### config.mk
export PLATFORM = sky130hd
export DESIGN_NAME = serial_subtractor_flat
export DESIGN_NICKNAME = d
export VERILOG_FILES = /design/src/rtl/serial_sub_pkg.sv /design/src/rtl/serial_subtractor_if.sv /design/src/rtl/serial_subtractor_full_subtractor.sv /design/src/rtl/serial_subtractor.sv /design/src/flat_wrapper.sv
export SDC_FILE = /design/constraint.sdc
export NUM_CORES = 1
export LEC_CHECK = 0
export ABC_CLOCK_PERIOD_IN_PS = 1700
export BUFFER_PORTS_ARGS = -buffer_cell sky130_fd_sc_hd__buf_2
export CAP_MARGIN = 25
export CORE_MARGIN = 2
export CORE_UTILIZATION = 53
export CTS_CLUSTER_SIZE = 8
export DETAILED_ROUTE_END_ITERATION = 10
export PLACE_DENSITY = 0.86
export SLEW_MARGIN = 20
export SYNTH_ARGS = -nofsm -noshare
export SYNTH_HDL_FRONTEND = slang
export SYNTH_SLANG_ARGS = --single-unit
### constraint.sdc
create_clock -name clk -period 1.7 [get_ports clk]
set_input_delay 0.17 -clock clk [delete_from_list [all_inputs] [get_ports clk]]
set_output_delay 0.17 -clock clk [all_outputs]
set_load 0.03 [all_outputs]
### src/rtl/serial_sub_pkg.sv
// Shared definitions for the bit-serial subtractor.
//   state_e                  : FSM states (IDLE, SHIFT, DONE)
//   SERIAL_SUB_WIDTH_DEFAULT : default operand width in bits
package serial_sub_pkg;

  localparam int unsigned SERIAL_SUB_WIDTH_DEFAULT = 8;

  typedef enum logic [1:0] {
    IDLE  = 2'd0,
    SHIFT = 2'd1,
    DONE  = 2'd2
  } state_e;

endpackage

### src/rtl/serial_subtractor_if.sv
// Request/result bundle of the serial subtractor.
//   start, a, b, bin       : request side (driven by the controller)
//   busy, done, diff, bout, ovf : status/result side (driven by the subtractor)
// Modports: master = controller, slave = subtractor.
interface serial_subtractor_if
  import serial_sub_pkg::*;
#(
  parameter int unsigned WIDTH = SERIAL_SUB_WIDTH_DEFAULT
);

  logic             start;
  logic [WIDTH-1:0] a;
  logic [WIDTH-1:0] b;
  logic             bin;
  logic             busy;
  logic             done;
  logic [WIDTH-1:0] diff;
  logic             bout;
  logic             ovf;

  modport master (
    output start, a, b, bin,
    input  busy, done, diff, bout, ovf
  );

  modport slave (
    input  start, a, b, bin,
    output busy, done, diff, bout, ovf
  );

endinterface

### src/rtl/serial_subtractor_full_subtractor.sv
// One-bit full subtractor cell: d = a - b - bin, bout = borrow out.
//   a, b, bin : input bits
//   d         : difference bit
//   bout      : borrow out
module full_subtractor (
  input  logic a,
  input  logic b,
  input  logic bin,
  output logic d,
  output logic bout
);

  always_comb begin
    d    = a ^ b ^ bin;
    bout = (~a & b) | (~(a ^ b) & bin);
  end

endmodule

### src/rtl/serial_subtractor.sv
// Bit-serial subtractor: diff = a - b - bin, one bit per clock, LSB first,
// using a single full_subtractor cell and a borrow flop.
//   clk  : clock, rising edge
//   rst  : synchronous active-high reset
//   bus  : serial_subtractor_if.slave (start/a/b/bin in; busy/done/diff/bout/ovf out)
// Optional feature: define SERIAL_SUB_OVF_EN to generate the signed overflow
// flag; otherwise ovf is tied to 0.
module serial_subtractor
  import serial_sub_pkg::*;
#(
  parameter int unsigned WIDTH = SERIAL_SUB_WIDTH_DEFAULT
) (
  input logic                clk,
  input logic                rst,
  serial_subtractor_if.slave bus
);

  localparam int unsigned CNT_W = $clog2(WIDTH) + 1;
  localparam logic [CNT_W-1:0] LAST = CNT_W'(WIDTH - 1);

  state_e           state_q, state_d;
  logic [CNT_W-1:0] cnt_q, cnt_d;
  logic [WIDTH-1:0] a_sr_q, a_sr_d;
  logic [WIDTH-1:0] b_sr_q, b_sr_d;
  logic [WIDTH-1:0] res_sr_q, res_sr_d;
  logic             br_q, br_d;
  logic [WIDTH-1:0] diff_q, diff_d;
  logic             bout_q, bout_d;
`ifdef SERIAL_SUB_OVF_EN
  logic             ovf_q, ovf_d;
`endif

  logic             cell_d;
  logic             cell_bout;
  logic             accept;
  logic [WIDTH-1:0] res_shifted;

  full_subtractor u_cell (
    .a    (a_sr_q[0]),
    .b    (b_sr_q[0]),
    .bin  (br_q),
    .d    (cell_d),
    .bout (cell_bout)
  );

  always_comb begin
    state_d  = state_q;
    cnt_d    = cnt_q;
    a_sr_d   = a_sr_q;
    b_sr_d   = b_sr_q;
    res_sr_d = res_sr_q;
    br_d     = br_q;
    diff_d   = diff_q;
    bout_d   = bout_q;
`ifdef SERIAL_SUB_OVF_EN
    ovf_d    = ovf_q;
`endif

    // Start is honoured in IDLE and DONE alike, so DONE can chain straight
    // into the next operation without passing through IDLE.
    accept      = bus.start && (state_q != SHIFT);
    res_shifted = {cell_d, res_sr_q[WIDTH-1:1]};

    case (state_q)
      SHIFT: begin
        res_sr_d = res_shifted;
        a_sr_d   = a_sr_q >> 1;
        b_sr_d   = b_sr_q >> 1;
        br_d     = cell_bout;
        cnt_d    = cnt_q + CNT_W'(1);
        if (cnt_q == LAST) begin
          diff_d  = res_shifted;
          bout_d  = cell_bout;
`ifdef SERIAL_SUB_OVF_EN
          // Borrow into the MSB differs from borrow out of it exactly when
          // the signed result left the representable range.
          ovf_d   = br_q ^ cell_bout;
`endif
          state_d = DONE;
        end
      end
      DONE:    state_d = IDLE;
      default: state_d = IDLE;
    endcase

    if (accept) begin
      a_sr_d   = bus.a;
      b_sr_d   = bus.b;
      br_d     = bus.bin;
      res_sr_d = '0;
      cnt_d    = '0;
      state_d  = SHIFT;
    end
  end

  always_ff @(posedge clk) begin
    if (rst) begin
      state_q  <= IDLE;
      cnt_q    <= '0;
      a_sr_q   <= '0;
      b_sr_q   <= '0;
      res_sr_q <= '0;
      br_q     <= 1'b0;
      diff_q   <= '0;
      bout_q   <= 1'b0;
`ifdef SERIAL_SUB_OVF_EN
      ovf_q    <= 1'b0;
`endif
    end else begin
      state_q  <= state_d;
      cnt_q    <= cnt_d;
      a_sr_q   <= a_sr_d;
      b_sr_q   <= b_sr_d;
      res_sr_q <= res_sr_d;
      br_q     <= br_d;
      diff_q   <= diff_d;
      bout_q   <= bout_d;
`ifdef SERIAL_SUB_OVF_EN
      ovf_q    <= ovf_d;
`endif
    end
  end

  assign bus.busy = (state_q == SHIFT);
  assign bus.done = (state_q == DONE);
  assign bus.diff = diff_q;
  assign bus.bout = bout_q;
`ifdef SERIAL_SUB_OVF_EN
  assign bus.ovf  = ovf_q;
`else
  assign bus.ovf  = 1'b0;
`endif

endmodule
### src/flat_wrapper.sv
// flat-port wrapper written by rule: the top's interface ports become plain ports
module serial_subtractor_flat import serial_sub_pkg::*;
#(
  parameter int unsigned WIDTH = SERIAL_SUB_WIDTH_DEFAULT
)
  (clk, rst, bus_start, bus_a, bus_b, bus_bin, bus_busy, bus_done, bus_diff, bus_bout, bus_ovf);
  serial_subtractor_if #(.WIDTH(WIDTH)) bus_i ();
  input logic clk;
  input logic rst;
  input wire logic [$bits(bus_i.start)-1:0] bus_start;
  input wire logic [$bits(bus_i.a)-1:0] bus_a;
  input wire logic [$bits(bus_i.b)-1:0] bus_b;
  input wire logic [$bits(bus_i.bin)-1:0] bus_bin;
  output wire logic [$bits(bus_i.busy)-1:0] bus_busy;
  output wire logic [$bits(bus_i.done)-1:0] bus_done;
  output wire logic [$bits(bus_i.diff)-1:0] bus_diff;
  output wire logic [$bits(bus_i.bout)-1:0] bus_bout;
  output wire logic [$bits(bus_i.ovf)-1:0] bus_ovf;
  assign bus_i.start = bus_start;
  assign bus_i.a = bus_a;
  assign bus_i.b = bus_b;
  assign bus_i.bin = bus_bin;
  assign bus_busy = bus_i.busy;
  assign bus_done = bus_i.done;
  assign bus_diff = bus_i.diff;
  assign bus_bout = bus_i.bout;
  assign bus_ovf = bus_i.ovf;
  serial_subtractor #(.WIDTH(WIDTH)) u_core (.clk(clk), .rst(rst), .bus(bus_i));
endmodule
# Word-level counts from Yosys, hierarchy flattened
# Cells that the tools add are included.
# totals
reg_bits	40
inputBits	20
out_inout_bits	12
elab_cells	37
# classes
n_addsub	1
eq_ne	5
n_mux	9
bitwise	8
reduce_logical	5
# op_table
operator	count
8-bit 2-to-1 mux	4
1-bit 2-to-1 mux	5
4-bit by 1-bit adder with 4-bit output (second input constant)	1
4-bit by 3-bit equality test with 1-bit output (second input constant)	1
3-bit by 1-bit inequality test with 1-bit output (second input constant)	1
1-bit inverter	3
3-bit OR reduction	1
1-bit bitwise AND	2
2-bit by 1-bit equality test with 1-bit output (second input constant)	1
2-bit equality test (second input constant)	1
2-bit by 1-bit inequality test with 1-bit output (second input constant)	1
2-bit AND reduction	1
2-bit nonzero test	1
2-bit OR reduction	1
1-bit bitwise XOR	2
1-bit logical AND	1
1-bit OR	1

# Logic depth before layout (Yosys ltp)
# Gate-level depths: netlist of the first run.
# logic_depth
word_depth	6
mapped_depth	6
mapped_depth_nobuf	4

# Modules after synthesis
# A second synthesis of the first run with hierarchy kept.
# hier_totals
hier_cells	158
hier_area_um2	1552.7
# by_module_without_submodules
mod	n_inst	cells_per_inst	area_per_inst_um2	seq_area_each_um2
serial_subtractor	1	154	1521.5	780.7
full_subtractor	1	4	31.3	0.0

# Worst setup path before layout of the first run
# OpenSTA, ideal clock, no wires.
# synth_timing
kind	register to register
startpoint	register u_core.cnt_q[0]
endpoint	register u_core.bout_q (netlist: u_core.bus.bout)
setup_ps	117
t_arrival_ps	1155
required_time_ps	1583
path_slack_ps	428
path_stages_with_launch	6
n_path_buf	1
period_less_slack_ps	1272
path_cell_list	dfxtp_1 -> ha_1 -> nand2_1 -> o31a_1 -> buf_2 -> a22o_1
# synth_between
elab_chain_len	2
# synth_rtl
item	line	rtl
start, declared	serial_subtractor.sv:22	logic [CNT_W-1:0] cnt_q, cnt_d;
start signal, assigned	serial_subtractor.sv:111	cnt_q <= cnt_d;
4-bit by 3-bit equality test with 1-bit output	serial_subtractor.sv:71	if (cnt_q == LAST) begin
2-bit AND reduction (no source line)	-	
end signal, assigned	serial_subtractor.sv:117	bout_q <= bout_d;
end, declared	serial_subtractor.sv:28	logic bout_q, bout_d;
# No other way between the ends.
# A chain may end at the register's enable or synchronous reset.

# Worst setup path after layout of the first run
# layout_timing
startpoint	register u_core.state_q[1]
endpoint	output port bus_busy
# layout_between
elab_chain_len	1
# layout_rtl
item	line	rtl
start, declared	serial_subtractor.sv:21	state_e state_q, state_d;
start signal, assigned	serial_subtractor.sv:110	state_q <= state_d;
2-bit by 1-bit equality test with 1-bit output	serial_subtractor.sv:124	assign bus.busy = (state_q == SHIFT);
end, declared	flat_wrapper.sv:14	output wire logic [$bits(bus_i.busy)-1:0] bus_busy;
# No other way between the ends.

==> results of run 1 <==
cell usage after synthesis:
master                     instances  share of area [%]
sky130_fd_sc_hd__dfxtp_1          39                 50
sky130_fd_sc_hd__nand2_1          18                4.4
sky130_fd_sc_hd__mux2i_1          16                 10
sky130_fd_sc_hd__nor2_1           16                3.9
sky130_fd_sc_hd__a211oi_1         15                7.3
sky130_fd_sc_hd__a21oi_1           9                2.9
sky130_fd_sc_hd__a22o_1            9                5.1
sky130_fd_sc_hd__buf_2             8                2.6
sky130_fd_sc_hd__inv_1             5                1.2
sky130_fd_sc_hd__clkbuf_1          2               0.48
sky130_fd_sc_hd__nor3_1            2               0.65
sky130_fd_sc_hd__a21o_1            1               0.48
sky130_fd_sc_hd__buf_1             1               0.24
sky130_fd_sc_hd__buf_4             1               0.48
sky130_fd_sc_hd__buf_6             1               0.73
sky130_fd_sc_hd__conb_1            1               0.24
sky130_fd_sc_hd__fa_1              1                1.3
sky130_fd_sc_hd__ha_1              1               0.81
sky130_fd_sc_hd__nand2b_1          1               0.40
sky130_fd_sc_hd__nand3_1           1               0.32
sky130_fd_sc_hd__nand3b_1          1               0.48
sky130_fd_sc_hd__nor2b_1           1               0.40
sky130_fd_sc_hd__nor4_4            1                1.4
sky130_fd_sc_hd__o211a_1           1               0.65
sky130_fd_sc_hd__o21a_1            1               0.48
sky130_fd_sc_hd__o21ai_0           1               0.32
sky130_fd_sc_hd__o31a_1            1               0.57
sky130_fd_sc_hd__or3_1             1               0.40
sky130_fd_sc_hd__xnor2_1           1               0.57
sky130_fd_sc_hd__xor2_1            1               0.57
timing repair:
action | CTS | global route
gates resized for setup | 1 | 0
setup buffers | 1 | 0
setup endpoints to repair | 1 | 0
power by group through the flow:
stage | Combinational [µW] | Sequential [µW] | Clock [µW]
floorplan | 141 | 989 | 0
global placement | 175 | 993 | 0
detailed placement | 185 | 996 | 0
CTS | 191 | 976 | 626
global route | 214 | 981 | 664
finish | 191 | 977 | 618
through the flow:
| step | util [%] | setup slack (ps) | power (µW) | instances | hold slack (ps) |
|---|---|---|---|---|---|
| finish | 64.93 | 101.2 | 1786 | 219 | 131.3 |
| CTS | 64.93 | 92.76 | 1794 | 219 | 128.3 |
| global route | 64.93 | 25.50 | 1859 | 219 | 148.4 |
| floorplan | - | 428.1 | 1130 | 158 | 275.3 |
| global placement | 61.57 | 318.7 | 1169 | 210 | 447.4 |
| detailed placement | 61.57 | 281.8 | 1181 | 210 | 452.1 |
sequential cells by signal, indices dropped and copies added (netlist names):
name,flops
u_core.b_sr_q,8
u_core.bus.bout,1
u_core.res_sr_q,7
u_core.a_sr_q,8
u_core.cnt_q,4
u_core.bus.diff,8
u_core.br_q,1
u_core.state_q,2
worst register-to-register path: cells and delay by family, from the launching register on:
family,cells,cell delay (ps)
AOI/OAI and AO/OA,2,440
buffers and inverters,1,280
DFF,1,350
and+or+nand+nor,1,330
path summary, 6_finish.rpt:
kind                                                      start                              end  slack [ps]
worst max-delay path             u_core.state_q[1]$_SDFFE_PP0N_                         bus_busy         100
worst min-delay path                                   bus_b[7]    u_core.b_sr_q[7]$_SDFFE_PP0P_         130
worst max register to register   u_core.state_q[1]$_SDFFE_PP0N_  u_core.res_sr_q[2]$_SDFFE_PP0N_         190
worst min register to register  u_core.res_sr_q[1]$_SDFFE_PP0N_  u_core.res_sr_q[1]$_SDFFE_PP0N_         470
cells in the final DEF, fill, tap and decap left out, types with 2 or more instances in the layout:
master	netlist	final
sky130_fd_sc_hd__a211oi_1	15	15
sky130_fd_sc_hd__a21oi_1	9	9
sky130_fd_sc_hd__a22o_1	9	9
sky130_fd_sc_hd__buf_2	8	30
sky130_fd_sc_hd__buf_4	1	5
sky130_fd_sc_hd__clkbuf_4	0	5
sky130_fd_sc_hd__dfxtp_1	39	39
sky130_fd_sc_hd__inv_1	5	4
sky130_fd_sc_hd__mux2i_1	16	16
sky130_fd_sc_hd__nand2_1	18	18
sky130_fd_sc_hd__nor2_1	16	16
sky130_fd_sc_hd__nor3_1	2	2
layout make-up:
cell class              count  area [µm²]
repair buffers             35       187.7
clock buffers               5       37.54
inverters                   5       22.52
fillers                   227       967.2
well taps                  31       38.79
flip-flops and latches     39       780.7
multi-input cells         101       679.4
clock inverters             3       43.79
per-layer routing:
metal | routed length, µm | GRT usage, % | up-vias
met5 | 0 | 0 | -
met4 | 50 | 7.973 | 0
li1 | - | - | 602
met3 | 153 | 6.920 | 6
met2 | 1600 | 35.71 | 30
met1 | 1387 | 26.10 | 591
kinds of logic (layout without fill, tap and decap cells):
kind of cell / after synthesis / in the layout / share of synthesized area (%)
simple gates: 42 / 42 / 12.28
buf+inv: 18 / 48 / 5.735
mux: 16 / 16 / 10.34
fa+ha+maj: 2 / 2 / 2.100
xor+xnor: 2 / 2 / 1.131
other cells: 1 / 1 / 0.2421
compound gates: 38 / 38 / 17.77
flops: 39 / 39 / 50.40
==> PnR_summary.wiki, run 1 <==
{| class="wikitable"
! Metric !! Value
|-
| Result of the run || complete, no violations
|-
| Final Instance Area || between 0.0015 and 0.002 mm²
|-
| Sequential area share after synthesis || 50.40%
|-
| Clock Skew || 22.76 ps
|-
| Number of port buffers || 30
|-
| CTS tree || done
|-
| Final ANT Viol Nets || 0
|-
| Setup Crit Path Kind || flop to output pin
|-
| Critical path required time || roughly 1500 ps
|-
| FF-to-FF path depth || 4
|-
| Number of violations of the max-capacitance limit || 0
|-
| Area of the core || between 0.002 and 0.003 mm²
|-
| Final worst path period share || between 90 and 100%
|-
| Clock buffers created by TritonCTS || 5
|-
| Average size of a mapped cell || 9.804 µm²
|-
| RSZ-0062 raised after global routing || false
|-
| Number of antenna violations at the first check in global routing || 0
|-
| Vias after detailed routing || 1,229
|-
| Die X-Extent || 58.06 µm
|-
| Overall fraction of global-route tracks in use || a little over a fifth
|-
| # nets final || between 200 and 250
|-
| CP arrival || approximately 1400 ps
|-
| Area Growth Syn to Fin || 15.59%
|-
| Clock-pin slew reported for the worst setup and hold paths after clock tree synthesis || approximately 110 ps
|-
| IR drop worst, VDD || between 900 and 1000 µV
|-
| Max Slew Vio Count || 0
|-
| Critical path endpoint category || output pin
|-
| Largest delay contributor family on the critical path || buffers and inverters
|-
| Number of remaining DRC errors || 0
|-
| Kind of start point of the critical path || flop
|-
| Share of final-layout standard cells stronger than drive strength 1 || 23.94%
|-
| Clock H-tree levels || 2
|-
| Max FO, Critical Path || 6
|-
| Buf+Inv Stages, Crit Path || 2
|-
| Wire per inst || between 10 and 15 µm
|-
| Detailed Routing Iterations Pass 1 || 4
|-
| Number of sinks handled by clock tree synthesis || 39
|-
| Achievable Freq || roughly 630 MHz
|-
| Area of placed instances || between 0.0015 and 0.002 mm²
|-
| Number of warnings reported in the yosys synthesis log || 0
|-
| Combinational share of power || 10.7%
|-
| Initial cell density of the core || a little under three fifths
|-
| Slowest library cell on the worst path || sky130_fd_sc_hd__dfxtp_1
|-
| Pin count of the biggest net entering global routing || 21
|-
| Mapped Cells || 158
|-
| Leakage || approximately 0.00079 µW
|-
| Global-route wire length before repair || roughly 5500 µm
|-
| Number of global-route vias before repair || 1,219
|-
| Clock share of power || between 30% and 40%
|-
| Mapped Nets || between 150 and 200
|-
| Row Count || 19
|-
| Clock tree buffer depth || 2
|-
| Internal power of the cells || 1344 µW
|-
| Transition at the pin with the smallest max-transition slack || roughly 570 ps
|-
| Final Setup Violations || 0
|-
| PwrDens || approximately 1000 mW/mm²
|-
| Clock latency on the worst-skew pair || approximately 360 ps
|-
| Aggregate routed wire length || roughly 3200 µm
|-
| Number of synthesized register bits || 39
|-
| Final count of hold timing violations || 0
|-
| Iter 0 DRT Violations || 46
|-
| Peak per-stage delay on the critical path || 350 ps
|-
| Final critical path time including I/O delays and setup || approximately 1600 ps
|-
| Clk root buf || sky130_fd_sc_hd__clkbuf_4
|-
| Worst path cell trace || nand2b_1, clkinvlp_4, buf_2
|-
| Hold buffers post-CTS || 0
|-
| Final RePlAce weighted congestion || approximately 0.8
|-
| Setup tns final || 0 ps
|-
| Die area || 0.003371 mm²
|-
| Via density per instance || between 5 and 6
|-
| Max-slew headroom at the worst pin || between 60 and 70%
|-
| Count of antenna diodes in the layout || 0
|-
| Worst Hold Depth || 3
|-
| Worst min-delay path class || input port to flop
|-
| I/O Pins || 32
|-
| Die outline height || 58.06 µm
|-
| Switch Pwr || 441.7 µW
|-
| Switching share of power || approximately a quarter
|-
| Sequential power share || between 50% and 60%
|-
| Distinct cell type count of the synthesized netlist || 30
|-
| Grt total ovfl || 0
|-
| Dpl hpwl || 2183 µm
|-
| Total number of cells along the worst setup path || 3
|-
| Mapped Area || between 0.0015 and 0.002 mm²
|}
Note: power is estimated with default switching activity, not from simulation.
==> run 2: changes to the inputs <==
--- a/config.mk
+++ b/config.mk
@@ -9,10 +9,10 @@
 export BUFFER_PORTS_ARGS = -buffer_cell sky130_fd_sc_hd__buf_2
 export CAP_MARGIN = 25
 export CORE_MARGIN = 2
-export CORE_UTILIZATION = 53
+export CORE_UTILIZATION = 50
 export CTS_CLUSTER_SIZE = 8
 export DETAILED_ROUTE_END_ITERATION = 10
-export PLACE_DENSITY = 0.86
+export PLACE_DENSITY = 0.82
 export SLEW_MARGIN = 20
 export SYNTH_ARGS = -nofsm -noshare
 export SYNTH_HDL_FRONTEND = slang
==> PnR_summary.wiki, run 2 (synthesis gave the netlist of run 1 again) <==
{| class="wikitable"
! Metric !! Value
|-
| Result of the run || complete, no violations
|-
| Max FO, Critical Path || 10
|-
| Reg2Reg Capture Point || u_core.bus.diff[0]$_SDFFE_PP0P_
|-
| Vias after detailed routing || between 1,000 and 1,500
|-
| IR drop worst, VDD || approximately 620 µV
|-
| Setup tns final || 0 ps
|-
| Hold buffers post-CTS || 0
|-
| Terminating pin of the worst hold path || u_core.state_q[1]$_SDFFE_PP0N_
|-
| Leakage || approximately 0.0008 µW
|-
| Clock buffers created by TritonCTS || 5
|-
| Max Slew Vio Count || 0
|-
| Aggregate routed wire length || a little over 3000 µm
|-
| Number of buffers inserted to repair setup after CTS || 0
|-
| Row Count || 20
|-
| Final RePlAce weighted congestion || between 0.7 and 0.8
|-
| Clock Skew || 12.56 ps
|-
| # nets final || about 210
|-
| Area Growth Syn to Fin || 15.51%
|-
| Worst Hold Depth || 2
|-
| Number of port buffers || 30
|-
| Number of global-route vias before repair || about 1,100
|-
| Pin count of the biggest net entering global routing || 21
|-
| CP arrival || roughly 1400 ps
|-
| Met1 layer usage reported by global route || 24.59%
|-
| PwrDens || roughly 1000 mW/mm²
|-
| Final critical path time including I/O delays and setup || between 1500 and 2000 ps
|-
| Clock latency on the worst-skew pair || roughly 350 ps
|-
| Filler instances || about 260
|-
| Max-slew headroom at the worst pin || ~64%
|-
| Register-to-register setup slack || 300 ps
|-
| Clock-pin slew reported for the worst setup and hold paths after clock tree synthesis || roughly 120 ps
|-
| Commonest cells after routing, fill and taps aside || 39 x sky130_fd_sc_hd__dfxtp_1, 30 x sky130_fd_sc_hd__buf_2, 18 x sky130_fd_sc_hd__nand2_1, 16 x sky130_fd_sc_hd__mux2i_1, 16 x sky130_fd_sc_hd__nor2_1
|-
| Dpl hpwl || around 2200 µm
|-
| Setup Crit Path Kind || flop to output pin
|-
| Final Setup Violations || 0
|-
| CTS tree || done
|-
| Achievable Freq || 647.9 MHz
|-
| Final critical-path setup slack || 156.5 ps
|-
| Setup WS pre-CTS || roughly 270 ps
|-
| Cells resized by post-CTS repair || 1
|-
| Global-route wire length before repair || between 5000 and 6000 µm
|-
| Initial cell density of the core || about half
|-
| Iter 0 DRT Violations || 45
|-
| Transition at the pin with the smallest max-transition slack || between 500 and 600 ps
|-
| Final worst path period share || between 90% and 100%
|-
| Clk root buf || sky130_fd_sc_hd__clkbuf_4
|-
| Critical path endpoint category || output pin
|-
| Count of antenna diodes in the layout || 0
|-
| Kind of start point of the critical path || flop
|-
| Clock H-tree levels || 2
|-
| Die area || 0.003559 mm²
|-
| Number of remaining DRC errors || 0
|-
| Worst r2r src || u_core.cnt_q[0]$_SDFFE_PP0N_
|-
| RSZ-0062 raised after global routing || false
|-
| Most frequent standard cell in the layout excluding fill and tap cells || sky130_fd_sc_hd__dfxtp_1
|-
| Number of sinks handled by clock tree synthesis || 39
|-
| Detailed Routing Iterations Pass 1 || 4
|-
| Final ANT Viol Nets || 0
|-
| Overall fraction of global-route tracks in use || between 10% and 20%
|-
| Share of final-layout standard cells stronger than drive strength 1 || between 20% and 30%
|-
| I/O Pins || 32
|-
| Grt total ovfl || 0
|-
| Met2 Use GR || 30.28%
|-
| Wire per inst || 13.91 µm
|-
| Most utilized layer in the global route result || met2
|-
| Critical hold path startpoint || rst
|-
| Via density per instance || around 5.5
|-
| Met3 Track Usage GR || 8.442%
|-
| FF-to-FF path depth || 4
|-
| Die outline height || a little under 60 µm
|-
| Critical path required time || between 1500 and 2000 ps
|-
| Worst min-delay path class || input port to flop
|-
| Number of antenna violations at the first check in global routing || 0
|-
| Final count of hold timing violations || 0
|-
| Die X-Extent || between 50 and 60 µm
|-
| Area of the core || 0.003003 mm²
|-
| Number of violations of the max-capacitance limit || 0
|-
| Clock tree buffer depth || 2
|}
## run 2: changes by cell type in the layout (fill, tap and decap cells not counted), sizes merged
cell | previous run | this run
clkbuf | 5 | 6
clkinv | 2 | 1
clkinvlp | 1 | 0
inv | 4 | 5
buf | 35 | 34
## run 2: critical path, stage by stage (launching register included)
cell and delay [ps]:
sky130_fd_sc_hd__dfxtp_1 340, sky130_fd_sc_hd__nand2b_2 280, sky130_fd_sc_hd__inv_2 180, sky130_fd_sc_hd__buf_2 230
## run 2: layout make-up
class                   instances  area, µm²  share of cell area, %
clock buffers                   6      51.30                  2.867
clock inverters                 2      35.03                  1.958
inverters                       5      18.77                  1.049
multi-input cells             101      681.9                  38.11
flip-flops and latches         39      780.7                  43.64
well taps                      33      41.29                  2.308
repair buffers                 34      180.2                  10.07
## run 2: metal layers
layer	vias up	wire length (µm)
met2	28	1474
met5	-	0
met3	6	142
met4	0	36
li1	607	-
met1	559	1409
## run 2: power breakdown
group	total [µW]	internal [µW]	switching [µW]
Clock	641	348	294
Combinational	189	80.3	109
Sequential	976	953	23.3
Total	1810	1380	426
## run 2: metrics by stage
stage	std cells	hold slack, ps	total power [µW]	area, µm²	util, %
2_1_floorplan	158	275.3	1130	1549	-
3_3_place_gp	212	443.4	1170	1700	56.63
3_5_place_dp	212	457.8	1185	1700	56.63
4_1_cts	220	81.90	1818	1787	59.50
5_1_grt	220	79.91	1897	1789	59.58
6_report	220	86.63	1806	1789	59.58
## run 2: worst max-delay path by stage
stage	startpoint	end	slack (ps)	cells past startpoint
final	u_core.state_q[1]$_SDFFE_PP0N_	bus_busy	160	3
after detailed placement	u_core.state_q[1]$_SDFFE_PP0N_	u_core.bus.bout$_SDFFE_PP0P_	270	3
after global placement	u_core.state_q[1]$_SDFFE_PP0N_	u_core.bus.diff[0]$_SDFFE_PP0P_	350	3
after CTS	u_core.state_q[1]$_SDFFE_PP0N_	bus_busy	70	3
after floorplan	u_core.cnt_q[0]$_SDFFE_PP0N_	u_core.bus.bout$_SDFFE_PP0P_	430	5
after global routing	u_core.state_q[1]$_SDFFE_PP0N_	bus_busy	80	3
==> run 3: changes to the inputs <==
--- a/config.mk
+++ b/config.mk
@@ -9,10 +9,10 @@
 export BUFFER_PORTS_ARGS = -buffer_cell sky130_fd_sc_hd__buf_2
 export CAP_MARGIN = 25
 export CORE_MARGIN = 2
-export CORE_UTILIZATION = 50
+export CORE_UTILIZATION = 43
 export CTS_CLUSTER_SIZE = 8
 export DETAILED_ROUTE_END_ITERATION = 10
-export PLACE_DENSITY = 0.82
+export PLACE_DENSITY = 0.73
 export SLEW_MARGIN = 20
 export SYNTH_ARGS = -nofsm -noshare
 export SYNTH_HDL_FRONTEND = slang
==> PnR_summary.wiki, run 3 (synthesis gave the netlist of run 1 again) <==
{| class="wikitable"
! Metric !! Value
|-
| Initial cell density of the core || 45.70%
|-
| Final critical-path setup slack || 69.11 ps
|-
| Final std cells w/o fill || approximately 240
|-
| Count of antenna diodes in the layout || 0
|-
| Timing startpoint of the critical path || u_core.state_q[1]$_SDFFE_PP0N_
|-
| Pin count of the biggest net entering global routing || 37
|-
| Max FO, Critical Path || 36
|-
| Final worst path period share || a little over nine tenths
|-
| Die X-Extent || ~64 µm
|-
| Leakage || slightly above 0.0008 µW
|-
| Clock-pin slew reported for the worst setup and hold paths after clock tree synthesis || ~120 ps
|-
| Number of violations of the max-capacitance limit || 0
|-
| Area of the core || approximately 0.0034 mm²
|-
| Final critical path time including I/O delays and setup || around 1600 ps
|-
| Most utilized layer in the global route result || met2
|-
| Kind of start point of the critical path || flop
|-
| Final RePlAce weighted congestion || roughly 0.7
|-
| CTS tree || done
|-
| Worst min-delay path class || input port to flop
|-
| Final Setup Violations || 0
|-
| Aggregate routed wire length || 3112 µm
|-
| Final ANT Viol Nets || 0
|-
| Row Count || 21
|-
| IR drop worst, VDD || approximately 670 µV
|-
| Achievable Freq || 613.2 MHz
|-
| FF-to-FF path depth || 6
|-
| Met3 Track Usage GR || slightly above 4%
|-
| Grt total ovfl || 0
|-
| Iter 0 DRT Violations || 37
|-
| Number of sinks handled by clock tree synthesis || 39
|-
| Vias after detailed routing || approximately 1,200
|-
| Wire per inst || 13.13 µm
|-
| Number of antenna violations at the first check in global routing || 0
|-
| Overall fraction of global-route tracks in use || between 10% and 20%
|-
| Clock H-tree levels || 2
|-
| Met1 layer usage reported by global route || 18.08%
|-
| Share of final-layout standard cells stronger than drive strength 1 || about 26%
|-
| Dpl hpwl || 2129 µm
|-
| Setup Crit Path Kind || flop to output pin
|-
| Most frequent standard cell in the layout excluding fill and tap cells || sky130_fd_sc_hd__dfxtp_1
|-
| Setup WS pre-CTS || 209.1 ps
|-
| Commonest cells after routing, fill and taps aside || 39 x sky130_fd_sc_hd__dfxtp_1, 29 x sky130_fd_sc_hd__buf_2, 18 x sky130_fd_sc_hd__nand2_1, 16 x sky130_fd_sc_hd__mux2i_1, 16 x sky130_fd_sc_hd__nor2_1
|-
| Worst Hold Slack || 104.7 ps
|-
| Worst Hold Depth || 3
|-
| Final count of hold timing violations || 0
|-
| Critical path required time || between 1500 and 2000 ps
|-
| Met2 Use GR || between 20% and 30%
|-
| Setup tns final || 0 ps
|-
| Clock latency on the worst-skew pair || between 300 and 400 ps
|-
| Die area || around 0.004 mm²
|-
| Number of placed cells counting well taps || 226
|-
| Hold buffers post-CTS || 0
|-
| Max-slew headroom at the worst pin || between 60 and 70%
|-
| Critical hold path startpoint || bus_b[7]
|-
| Number of global-route vias before repair || about 1,200
|-
| PwrDens || a little over 1000 mW/mm²
|-
| Critical path endpoint category || output pin
|-
| Clk root buf || sky130_fd_sc_hd__clkbuf_4
|-
| Global-route wire length before repair || 5112 µm
|-
| Via density per instance || roughly 5.2
|-
| Number of port buffers || 30
|-
| Max Slew Vio Count || 0
|-
| I/O Pins || 32
|-
| Clock buffers created by TritonCTS || 5
|-
| Clock Skew || roughly 16 ps
|-
| Worst r2r src || u_core.state_q[1]$_SDFFE_PP0N_
|-
| Result of the run || complete, no violations
|-
| CP arrival || roughly 1500 ps
|-
| # nets final || approximately 210
|-
| Area Growth Syn to Fin || 20.92%
|-
| Die outline height || 64.02 µm
|-
| Number of remaining DRC errors || 0
|-
| Detailed Routing Iterations Pass 1 || 4
|-
| Clock tree buffer depth || 2
|-
| Transition at the pin with the smallest max-transition slack || between 500 and 600 ps
|}
[run 3: layout make-up]
| class | instances | area, µm² |
|---|---|---|
| Sequential cell | 39 | 780.7 |
| Timing Repair Buffer | 38 | 225.2 |
| Clock buffer | 5 | 37.54 |
| Inverter | 5 | 22.52 |
| Clock inverter | 3 | 67.56 |
| Fill cell | 293 | 1516 |
| Multi-Input combinational cell | 101 | 681.9 |
| Tap cell | 46 | 57.56 |
[run 3: per-layer routing]
metal | vias to the layer above | share of wire (%)
met2 | 23 | 49
met4 | 0 | 2.8
met1 | 581 | 44
met5 | - | 0
met3 | 11 | 4.4
li1 | 619 | -
[run 3: final timing paths]
path	slack [ps]	endpoint
worst max-delay path	70	bus_busy
worst min-delay path	100	u_core.b_sr_q[7]$_SDFFE_PP0P_
worst max register to register	160	u_core.br_q$_SDFFE_PP0P_
worst min register to register	470	u_core.res_sr_q[1]$_SDFFE_PP0N_
[run 3: metrics by stage]
step / utilization (%) / cell area (µm²) / power [µW]
6_report: 55.26 / 1873 / 1942
5_1_grt: 55.26 / 1873 / 2026
4_1_cts: 54.41 / 1844 / 1948
3_5_place_dp: 51.24 / 1737 / 1187
3_3_place_gp: 51.24 / 1737 / 1178
2_1_floorplan: - / 1549 / 1130
[run 3: what timing repair did]
action | CTS | global route
gates resized for setup | 1 | 2
pin swaps | 0 | 0
endpoints found under the setup margin | 1 | 1
setup buffers | 0 | 3
[run 3: report_power, final]
part           switching, µW  internal, µW  total (µW)  leakage, µW
Clock                    309           457         766    0.0000514
Combinational            109          92.2         201     0.000444
Sequential              22.0           953         975     0.000319
Total                    440          1500        1940     0.000814
[run 3: worst max-delay path: stages, from the launching register on]
cell	delay (ps)
sky130_fd_sc_hd__dfxtp_1	360
sky130_fd_sc_hd__nand2b_2	180
sky130_fd_sc_hd__buf_12	210
sky130_fd_sc_hd__clkinvlp_4	160
sky130_fd_sc_hd__buf_4	190
